$ cat src/rtl/hls_deadlock_monitor_param_if.sv
// Bundle of stall sources, controls and registered results for the deadlock monitor.
// The master side drives stall/threshold/clear; the slave side is the monitor itself.
interface hls_deadlock_monitor_param_if #(
  parameter int NUM_AXIS = 8,
  parameter int NUM_INST = 11,
  parameter int NUM_SUB  = 2,
  parameter int THRESH_W = 8,
  parameter int CNT_W    = 16
);
  localparam int SUB_W = (NUM_SUB > 0) ? NUM_SUB : 1;
  localparam int SRC_W = $clog2(NUM_AXIS + NUM_INST + 1);

  logic [NUM_AXIS-1:0] axis_block_sigs;
  logic [NUM_INST-1:0] inst_idle_sigs;
  logic [NUM_INST-1:0] inst_block_sigs;
  logic [SUB_W-1:0]    sub_block;
  logic [THRESH_W-1:0] threshold;
  logic                clear;
  logic                block;
  logic [SRC_W-1:0]    block_src;
  logic [CNT_W-1:0]    event_cnt;

  modport master (
    output axis_block_sigs, inst_idle_sigs, inst_block_sigs, sub_block, threshold, clear,
    input  block, block_src, event_cnt
  );

  modport slave (
    input  axis_block_sigs, inst_idle_sigs, inst_block_sigs, sub_block, threshold, clear,
    output block, block_src, event_cnt
  );
endinterface

$ cat src/rtl/hls_deadlock_monitor_param.sv
// Deadlock monitor: folds AXIS stalls, instance block/idle status and child monitors into a
// registered block flag with persistence threshold, optional latch, offender source and event count.
module hls_deadlock_monitor_param #(
  parameter int                  NUM_AXIS  = 8,
  parameter int                  NUM_INST  = 11,
  parameter int                  NUM_SUB   = 2,
  parameter logic [NUM_AXIS-1:0] AXIS_MASK = {NUM_AXIS{1'b1}},
  parameter logic [NUM_INST-1:0] INST_MASK = {NUM_INST{1'b1}},
  parameter int                  THRESH_W  = 8,
  parameter int                  CNT_W     = 16,
  parameter int                  STICKY    = 0
) (
  input  logic clock,
  input  logic reset,
  hls_deadlock_monitor_param_if.slave bus
);
  localparam int SRC_W = $clog2(NUM_AXIS + NUM_INST + 1);
  localparam logic [THRESH_W-1:0] STALL_MAX = '1;
  localparam logic [CNT_W-1:0]    EVENT_MAX = '1;

  logic [NUM_AXIS-1:0] axis_masked;
  logic [NUM_INST-1:0] inst_hit;
  logic                sub_hit;
  logic                cand;
  logic                set;
  logic                block_next;
  logic                rise;
  logic [SRC_W-1:0]    src_next;
  logic [THRESH_W-1:0] stall_cnt_reg;
  logic [THRESH_W-1:0] stall_cnt_next;
  logic                block_reg;
  logic [SRC_W-1:0]    block_src_reg;
  logic [CNT_W-1:0]    event_cnt_reg;

  generate
    for (genvar gi = 0; gi < NUM_AXIS; gi++) begin : g_axis
      assign axis_masked[gi] = bus.axis_block_sigs[gi] & AXIS_MASK[gi];
    end
    for (genvar gi = 0; gi < NUM_INST; gi++) begin : g_inst
      // An idle instance is never a deadlock contributor, even if it reports blocked.
      assign inst_hit[gi] = bus.inst_block_sigs[gi] & ~bus.inst_idle_sigs[gi] & INST_MASK[gi];
    end
    if (NUM_SUB > 0) begin : g_sub
      assign sub_hit = &bus.sub_block;
    end else begin : g_nosub
      assign sub_hit = 1'b0;
    end
  endgenerate

  assign cand = (|axis_masked) | (|inst_hit) | sub_hit;

  // Scanning from the top down leaves the lowest-index, highest-priority offender last.
  always_comb begin
    src_next = SRC_W'(NUM_AXIS + NUM_INST);
    for (int i = NUM_INST - 1; i >= 0; i--) begin
      if (inst_hit[i]) src_next = SRC_W'(NUM_AXIS + i);
    end
    for (int j = NUM_AXIS - 1; j >= 0; j--) begin
      if (axis_masked[j]) src_next = SRC_W'(j);
    end
  end

  always_comb begin
    stall_cnt_next = '0;
    if (cand) begin
      stall_cnt_next = (stall_cnt_reg == STALL_MAX) ? STALL_MAX : stall_cnt_reg + 1'b1;
    end
    set        = cand && (stall_cnt_next > bus.threshold);
    block_next = (STICKY != 0) ? (block_reg | set) : set;
    rise       = block_next & ~block_reg;
  end

  always_ff @(posedge clock) begin
    if (reset) begin
      stall_cnt_reg <= '0;
      block_reg     <= 1'b0;
      block_src_reg <= '0;
      event_cnt_reg <= '0;
    end else if (bus.clear) begin
      stall_cnt_reg <= '0;
      block_reg     <= 1'b0;
      block_src_reg <= '0;
    end else begin
      stall_cnt_reg <= stall_cnt_next;
      block_reg     <= block_next;
      if (rise) begin
        block_src_reg <= src_next;
        if (event_cnt_reg != EVENT_MAX) event_cnt_reg <= event_cnt_reg + 1'b1;
      end
    end
  end

  assign bus.block     = block_reg;
  assign bus.block_src = block_src_reg;
  assign bus.event_cnt = event_cnt_reg;
endmodule
$ cat src/flat_wrapper.sv
// flat-port wrapper written by rule: the top's interface ports become plain ports
module hls_deadlock_monitor_param_flat 
#(
  parameter int                  NUM_AXIS  = 8,
  parameter int                  NUM_INST  = 11,
  parameter int                  NUM_SUB   = 2,
  parameter logic [NUM_AXIS-1:0] AXIS_MASK = {NUM_AXIS{1'b1}},
  parameter logic [NUM_INST-1:0] INST_MASK = {NUM_INST{1'b1}},
  parameter int                  THRESH_W  = 8,
  parameter int                  CNT_W     = 16,
  parameter int                  STICKY    = 0
)
  (clock, reset, bus_axis_block_sigs, bus_inst_idle_sigs, bus_inst_block_sigs, bus_sub_block, bus_threshold, bus_clear, bus_block, bus_block_src, bus_event_cnt);
  hls_deadlock_monitor_param_if #(.NUM_AXIS(NUM_AXIS), .NUM_INST(NUM_INST), .NUM_SUB(NUM_SUB), .THRESH_W(THRESH_W), .CNT_W(CNT_W)) bus_i ();
  input  logic clock;
  input  logic reset;
  input wire logic [$bits(bus_i.axis_block_sigs)-1:0] bus_axis_block_sigs;
  input wire logic [$bits(bus_i.inst_idle_sigs)-1:0] bus_inst_idle_sigs;
  input wire logic [$bits(bus_i.inst_block_sigs)-1:0] bus_inst_block_sigs;
  input wire logic [$bits(bus_i.sub_block)-1:0] bus_sub_block;
  input wire logic [$bits(bus_i.threshold)-1:0] bus_threshold;
  input wire logic [$bits(bus_i.clear)-1:0] bus_clear;
  output wire logic [$bits(bus_i.block)-1:0] bus_block;
  output wire logic [$bits(bus_i.block_src)-1:0] bus_block_src;
  output wire logic [$bits(bus_i.event_cnt)-1:0] bus_event_cnt;
  assign bus_i.axis_block_sigs = bus_axis_block_sigs;
  assign bus_i.inst_idle_sigs = bus_inst_idle_sigs;
  assign bus_i.inst_block_sigs = bus_inst_block_sigs;
  assign bus_i.sub_block = bus_sub_block;
  assign bus_i.threshold = bus_threshold;
  assign bus_i.clear = bus_clear;
  assign bus_block = bus_i.block;
  assign bus_block_src = bus_i.block_src;
  assign bus_event_cnt = bus_i.event_cnt;
  hls_deadlock_monitor_param #(.NUM_AXIS(NUM_AXIS), .NUM_INST(NUM_INST), .NUM_SUB(NUM_SUB), .AXIS_MASK(AXIS_MASK), .INST_MASK(INST_MASK), .THRESH_W(THRESH_W), .CNT_W(CNT_W), .STICKY(STICKY)) u_core (.clock(clock), .reset(reset), .bus(bus_i));
endmodule
$ cat config.mk
export PLATFORM = sky130hd
export DESIGN_NAME = hls_deadlock_monitor_param_flat
export DESIGN_NICKNAME = d
export VERILOG_FILES = /design/src/rtl/hls_deadlock_monitor_param_if.sv /design/src/rtl/hls_deadlock_monitor_param.sv /design/src/flat_wrapper.sv
export SDC_FILE = /design/constraint.sdc
export NUM_CORES = 1
export LEC_CHECK = 0
export ABC_AREA = 1
export BUFFER_PORTS_ARGS = -buffer_cell sky130_fd_sc_hd__buf_2
export CORE_MARGIN = 4
export CORE_UTILIZATION = 30
export CTS_CLUSTER_DIAMETER = 40
export DETAILED_ROUTE_END_ITERATION = 16
export SKIP_CTS_REPAIR_TIMING = 1
export SYNTH_ARGS = -nofsm -noshare
export SYNTH_HDL_FRONTEND = slang
export SYNTH_SLANG_ARGS = --single-unit
$ cat constraint.sdc
create_clock -name clock -period 3.9 [get_ports clock]
set_input_delay 0.195 -clock clock [delete_from_list [all_inputs] [get_ports clock]]
set_output_delay 0.195 -clock clock [all_outputs]
set_load 0.01 [all_outputs]
## Word level (Yosys, flattened, before mapping)

Index checks and enable logic that the tools add are counted.

- Register bits: 30
- Bits of input ports: 43
- Output and inout bits: 22

- $add $sub $neg: 2
- $lt $le $gt $ge: 1
- Equal/unequal tests: 2
- Multiplexer cells: 21
- Bitwise operators: 27
- Reductions and logical operators: 6

Operators by type and width:

| operator | number |
|---|---|
| $mux W5 | 18 |
| $add A16 B1 Y16 const B | 1 |
| $mux W8 | 2 |
| $ne A16 B16 Y1 const B | 1 |
| $not A1 Y1 | 13 |
| $and A1 B1 Y1 | 12 |
| $reduce_or A11 Y1 | 1 |
| $add A8 B1 Y8 const B | 1 |
| $eq A8 B8 Y1 const B | 1 |
| $gt A8 B8 Y1 | 1 |
| $reduce_or A8 Y1 | 1 |
| $reduce_and A3 Y1 | 1 |
| $or A1 B1 Y1 | 2 |
| $reduce_and A2 Y1 | 1 |
| $reduce_or A2 Y1 | 1 |
| $logic_and A1 B1 Y1 | 1 |
| $mux W1 | 1 |

## Depth between registers and ports, before layout

- Depth in word-level cells: 21
- Depth in mapped cells: 24
- Depth with buffers taken out: 23

## Least setup slack after synthesis

No wires, ideal clock.

- Kind: input to register
- Start point: input port bus_inst_idle_sigs[6]
- End point: register u_core.event_cnt_reg[8], in the netlist u_core.bus.event_cnt[8]
- Setup time: 118 ps
- Data arrival time: 2765 ps
- Required time: 3782 ps
- Slack: 1017 ps
- Cell stages on the path: 24
- Path buffers: 1
- Cell sequence: inv_1 > nand2_1 > nand2_1 > nor2_1 > nand2_2 > nor3_2 > nand2_2 > inv_2 > clkbuf_1 > a21oi_1 > ha_1 > nand2_1 > o21ai_1 > nand2_1 > o211ai_1 > nand2_1 > nor3_4 > nand2_4 > nor2_4 > inv_2 > nor2_4 > nand2_2 > o21ai_1 > a21oi_1

- Word-level cells in the longest chain between the ends: 10

RTL lines:

| what | RTL line | RTL |
|---|---|---|
| from (decl) | flat_wrapper.sv:18 | `input wire logic [$bits(bus_i.inst_idle_sigs)-1:0] bus_inst_idle_sigs;` |
| $not A1 Y1 | hls_deadlock_monitor_param.sv:41 | `assign inst_hit[gi] = bus.inst_block_sigs[gi] & ~bus.inst_idle_sigs[gi] & INST_MASK[gi];` |
| $and A1 B1 Y1 | hls_deadlock_monitor_param.sv:41 |  |
| $reduce_or A11 Y1 | hls_deadlock_monitor_param.sv:50 | `assign cand = (\|axis_masked) \| (\|inst_hit) \| sub_hit;` |
| $or A1 B1 Y1 (2 in series) | hls_deadlock_monitor_param.sv:50 |  |
| $mux W8 | hls_deadlock_monitor_param.sv:65 | `if (cand) begin` |
| named net u_core.stall_cnt_next[3] | hls_deadlock_monitor_param.sv:30 | `logic [THRESH_W-1:0] stall_cnt_next;` |
| $gt A8 B8 Y1 | hls_deadlock_monitor_param.sv:68 | `set = cand && (stall_cnt_next > bus.threshold);` |
| $logic_and A1 B1 Y1 | hls_deadlock_monitor_param.sv:68 |  |
| $and A1 B1 Y1 | hls_deadlock_monitor_param.sv:70 | `rise = block_next & ~block_reg;` |
| $reduce_and A3 Y1 (no line) | - |  |
| to (signal assigned) | hls_deadlock_monitor_param.sv:88 | `if (event_cnt_reg != EVENT_MAX) event_cnt_reg <= event_cnt_reg + 1'b1;` |
| to (decl) | hls_deadlock_monitor_param.sv:33 | `logic [CNT_W-1:0] event_cnt_reg;` |

The timed path passes the listed nets, and every way through them passes these cells.
A chain may end at the register's enable or synchronous reset.

## Worst setup path after layout

- Start point: register u_core.stall_cnt_reg[2]
- End point: register u_core.event_cnt_reg[8], in the netlist u_core.bus.event_cnt[8]

- Word-level cells in the longest chain between the ends: 7
- Elaborated cells on any way between the ends: 8
- Classes of those cells: add/sub: 1; order compare: 1; eq/ne: 1; mux: 2; bitwise: 1; reduce/logical: 2

RTL lines:

| what | RTL line | RTL |
|---|---|---|
| from (decl) | hls_deadlock_monitor_param.sv:29 | `logic [THRESH_W-1:0] stall_cnt_reg;` |
| from (signal assigned) | hls_deadlock_monitor_param.sv:84 | `stall_cnt_reg <= stall_cnt_next;` |
| $add A8 B1 Y8 / $eq A8 B8 Y1 (equally long branches) | hls_deadlock_monitor_param.sv:66 | `stall_cnt_next = (stall_cnt_reg == STALL_MAX) ? STALL_MAX : stall_cnt_reg + 1'b1;` |
| $mux W8 * | hls_deadlock_monitor_param.sv:66 |  |
| $mux W8 * | hls_deadlock_monitor_param.sv:65 |  |
| named net u_core.stall_cnt_next[7] | hls_deadlock_monitor_param.sv:30 |  |
| $gt A8 B8 Y1 * | hls_deadlock_monitor_param.sv:68 |  |
| $logic_and A1 B1 Y1 * | hls_deadlock_monitor_param.sv:68 |  |
| $and A1 B1 Y1 * | hls_deadlock_monitor_param.sv:70 |  |
| $reduce_and A3 Y1 (no line) * | - |  |

Mark *: on every way through the listed nets, which the timed path passes. The rest lies on a longest branch.

==> summary.txt <==
Place
  • Final HPWL DP: 3.71 mm
  • Placed Cells incl. Taps: 431
  • GP Congestion: 0.828
  • Placed cell area: about 0.0023 mm^2
  • PortBufs: 64

Detailed routing
  • DR WL met3: 231 um
  • Wirelength per Cell: 10.2 um
  • Met2 Routed Length: 2.09 mm
  • DR vias/cell: approximately 4.5
  • Pre-antenna DRT Iters: 4
  • DRT iter0 DRCs: 53
  • Routed WL: 4.45 mm
  • # DRC: 0
  • Metal1 wirelength: just over 2 mm
  • Vias: 1969
  • DR top layer: met4
  • DRT antenna net count: 0

Layout
  • Share of cells above drive strength 1: 24.7%
  • Core Util, Final: 38.3%
  • # diodes: 0
  • Register area: roughly 600 um^2
  • Multi-input combinational cell area: ~0.0011 mm^2
  • Fillers: roughly 720
  • Number of flip-flops in the largest register: 16
  • Synth-to-Final Area Change: 24.7%
  • Final instance area: 0.00242 mm^2
  • Non-filler cells, final: about 440
  • Final-stage net count: 414

Worst setup path
  • FF-to-FF End: u_core.bus.event_cnt[8]
  • Reg2reg start: u_core.stall_cnt_reg[2]
  • R2R setup slack: 0.69 ns
  • Worst setup path start: u_core.stall_cnt_reg[2]
  • CP required: 4.07 ns
  • Worst R2R Path Depth: 18
  • Critical path peak fanout: 10
  • CP endpoint: u_core.bus.event_cnt[8]
  • Startpoint Class: register
  • Critical path class: reg2reg
  • Crit path DAT: approximately 3.4 ns
  • Crit. End Element: register

Global route
  • Total gr overflow: 0
  • Total track usage: 11.7%
  • First-pass GRT wire length: 7.42 mm
  • Antenna violations before repair: 0
  • Vias in the first global route: 1822
  • Pin count of the biggest net entering global routing: 16

Yosys
  • Leading area contributor after synthesis: dfxtp_1
  • Synth warnings: 0
  • Post-synth EDFFs: 0
  • #FFs+latches synth: 30
  • Sequential element share of the synthesized area: 31.0%
  • Syn_nets: ~350
  • Avg Inst Size Synth: 6.59 um^2
  • Top-count cell post-synth: nand2_1
  • Mapped Cells: roughly 300
  • Post-synthesis cell area: 0.00194 mm^2
  • Yosys cell types: 31
  • Synth cell count leaders: nand2_1, inv_1, dfxtp_1, a21oi_1, nor2_1
  • Synth top area cells: dfxtp_1, nand2_1, inv_1
  • Top-area cell type share of the netlist area: 31.0%
  • Ys flop type: dfxtp_1
  • Ys async rst share: 0%

Die
  • Site Rows: 29
  • Initial Util: 30.7%
  • Die ar.: 0.00781 mm^2
  • Number of top-level pins: 65
  • Die width: 88.4 um
  • Core area: 0.00631 mm^2
  • Chip height: between 80 and 90 um

Timing
  • Setup tns final: 0 ns
  • Min cycle time layout: 3.21 ns
  • Worst slew margin: 73.4%
  • Worst slew pin tran: 0.398 ns
  • Final hold vios: 0
  • Tcrit/Tclk final: between 80% and 90%
  • Max-slew violations: 0
  • F_max: between 300 and 400 MHz
  • Layout Skew: 0.00464 ns
  • # setup viols final: 0
  • Unrepaired setup endpoints after global routing: false

Power and ir drop
  • VDD IR max: 0.000119 V
  • Comb pwr share: a little under an eighth
  • Overall Power: 0.609 mW
  • P_int: 0.463 mW
  • Pwr/cell area: 252 mW/mm^2
  • Seq pwr share: 50.7%
  • Sw Share: 24.0%
  • Leak Pwr: 1.21 nW
  • Share of total power in the clock network: 37.7%
  • NetSw: 0.146 mW

Run status
  • Status: complete, no violations

Hold path
  • Type of the worst min-delay path: in2reg

Clocking
  • Max Root-Sink Buffers: 2
  • Clock Tree Root: clkbuf_8
  • H-tree level count: 2
  • Clock tree from TritonCTS: yes
  • Clk slew on worst S/H paths: 0.06 ns
  • Clk Latency, worst-skew pair: 0.28 ns
  • TritonCTS Sinks: 30
  • CTS Buf Count: 5

Run
  • MaxCap Viol Count: 0
worst max-delay path, stage by stage (launching register included):
cell and delay [ns]:
dfxtp_1 0.40, nand3_1 0.13, nor3b_1 0.38, nand3_1 0.16, a211oi_1 0.35, ha_1 0.19
nand2_1 0.08, nor2_1 0.12, nand2_1 0.06, o211ai_1 0.09, nand2_1 0.13, nor3_4 0.27
nand2_4 0.17, nor2_4 0.18, inv_2 0.06, nor2_4 0.10, nand2_2 0.06, o21ai_1 0.11
a21oi_1 0.04
kinds of logic (layout without fill, tap and decap cells):
logic type / Yosys count / count (layout) / synth area share, %
flops: 30 / 30 / 31.0
buf+inv: 64 / 131 / 12.4
fa+ha+maj: 10 / 10 / 6.46
xor+xnor: 4 / 4 / 1.81
simple gates: 129 / 129 / 31.8
compound gates: 57 / 57 / 16.5
layout make-up:
class / instances / area share [%]
Multi-Input combinational cell: 200 / 45.4
Sequential cell: 30 / 24.9
Timing Repair Buffer: 64 / 13.3
Inverter: 60 / 9.32
Tap cell: 77 / 3.99
Clock buffer: 7 / 3.16
worst min-delay path by stage:
| stage | startpoint | endpoint | slack (ns) | cells after the start |
|---|---|---|---|---|
| 2_1_floorplan | reset | u_core.bus.event_cnt[15] | 0.26 | 1 |
| 3_3_place_gp | u_core.bus.block_src[3] | u_core.bus.block_src[3] | 0.45 | 2 |
| 3_5_place_dp | u_core.bus.block_src[3] | u_core.bus.block_src[3] | 0.44 | 2 |
| 4_1_cts | reset | u_core.bus.event_cnt[15] | 0.15 | 2 |
| 5_1_grt | reset | u_core.bus.event_cnt[3] | 0.18 | 2 |
| 6_report | reset | u_core.bus.event_cnt[15] | 0.16 | 2 |
layout by cell type, fill, tap and decap left out, drive strengths merged:
cell type / netlist / final
a211oi: 8 / 8
a21oi: 25 / 25
a31oi: 1 / 1
a41oi: 1 / 1
and2: 1 / 1
buf: 1 / 64
clkbuf: 3 / 7
dfxtp: 30 / 30
ha: 10 / 10
inv: 60 / 60
nand2: 72 / 72
nand3: 7 / 7
nand4: 4 / 4
nor2: 25 / 25
nor3: 14 / 14
nor3b: 2 / 2
nor4: 4 / 4
o211ai: 1 / 1
o21a: 1 / 1
o21ai: 19 / 19
o21ba: 1 / 1
xnor2: 1 / 1
xor2: 3 / 3
power groups by stage:
| stage | sequential, mW | clock, mW | combinational (mW) |
|---|---|---|---|
| detailed placement | 0.315 | 0 | 0.0713 |
| CTS | 0.309 | 0.239 | 0.0716 |
| finish | 0.309 | 0.230 | 0.0702 |
| floorplan | 0.315 | 0 | 0.0412 |
| global placement | 0.315 | 0 | 0.0705 |
| global route | 0.309 | 0.252 | 0.0834 |
per-layer routing:
metal / GRT usage (%) / up-vias
li1: - / 1080
met1: 14.4 / 840
met2: 20.2 / 42
met3: 2.42 / 7
met4: 4.53 / 0
met5: 0 / -
per-stage QoR:
| step | hold slack (ns) | setup WS (ns) |
|---|---|---|
| 3_3_place_gp | 0.448 | 0.841 |
| 3_5_place_dp | 0.445 | 0.715 |
| 4_1_cts | 0.153 | 0.699 |
| 2_1_floorplan | 0.264 | 1.02 |
| 5_1_grt | 0.183 | 0.356 |
| 6_report | 0.163 | 0.693 |
Note: power is estimated with default switching activity, not from simulation.
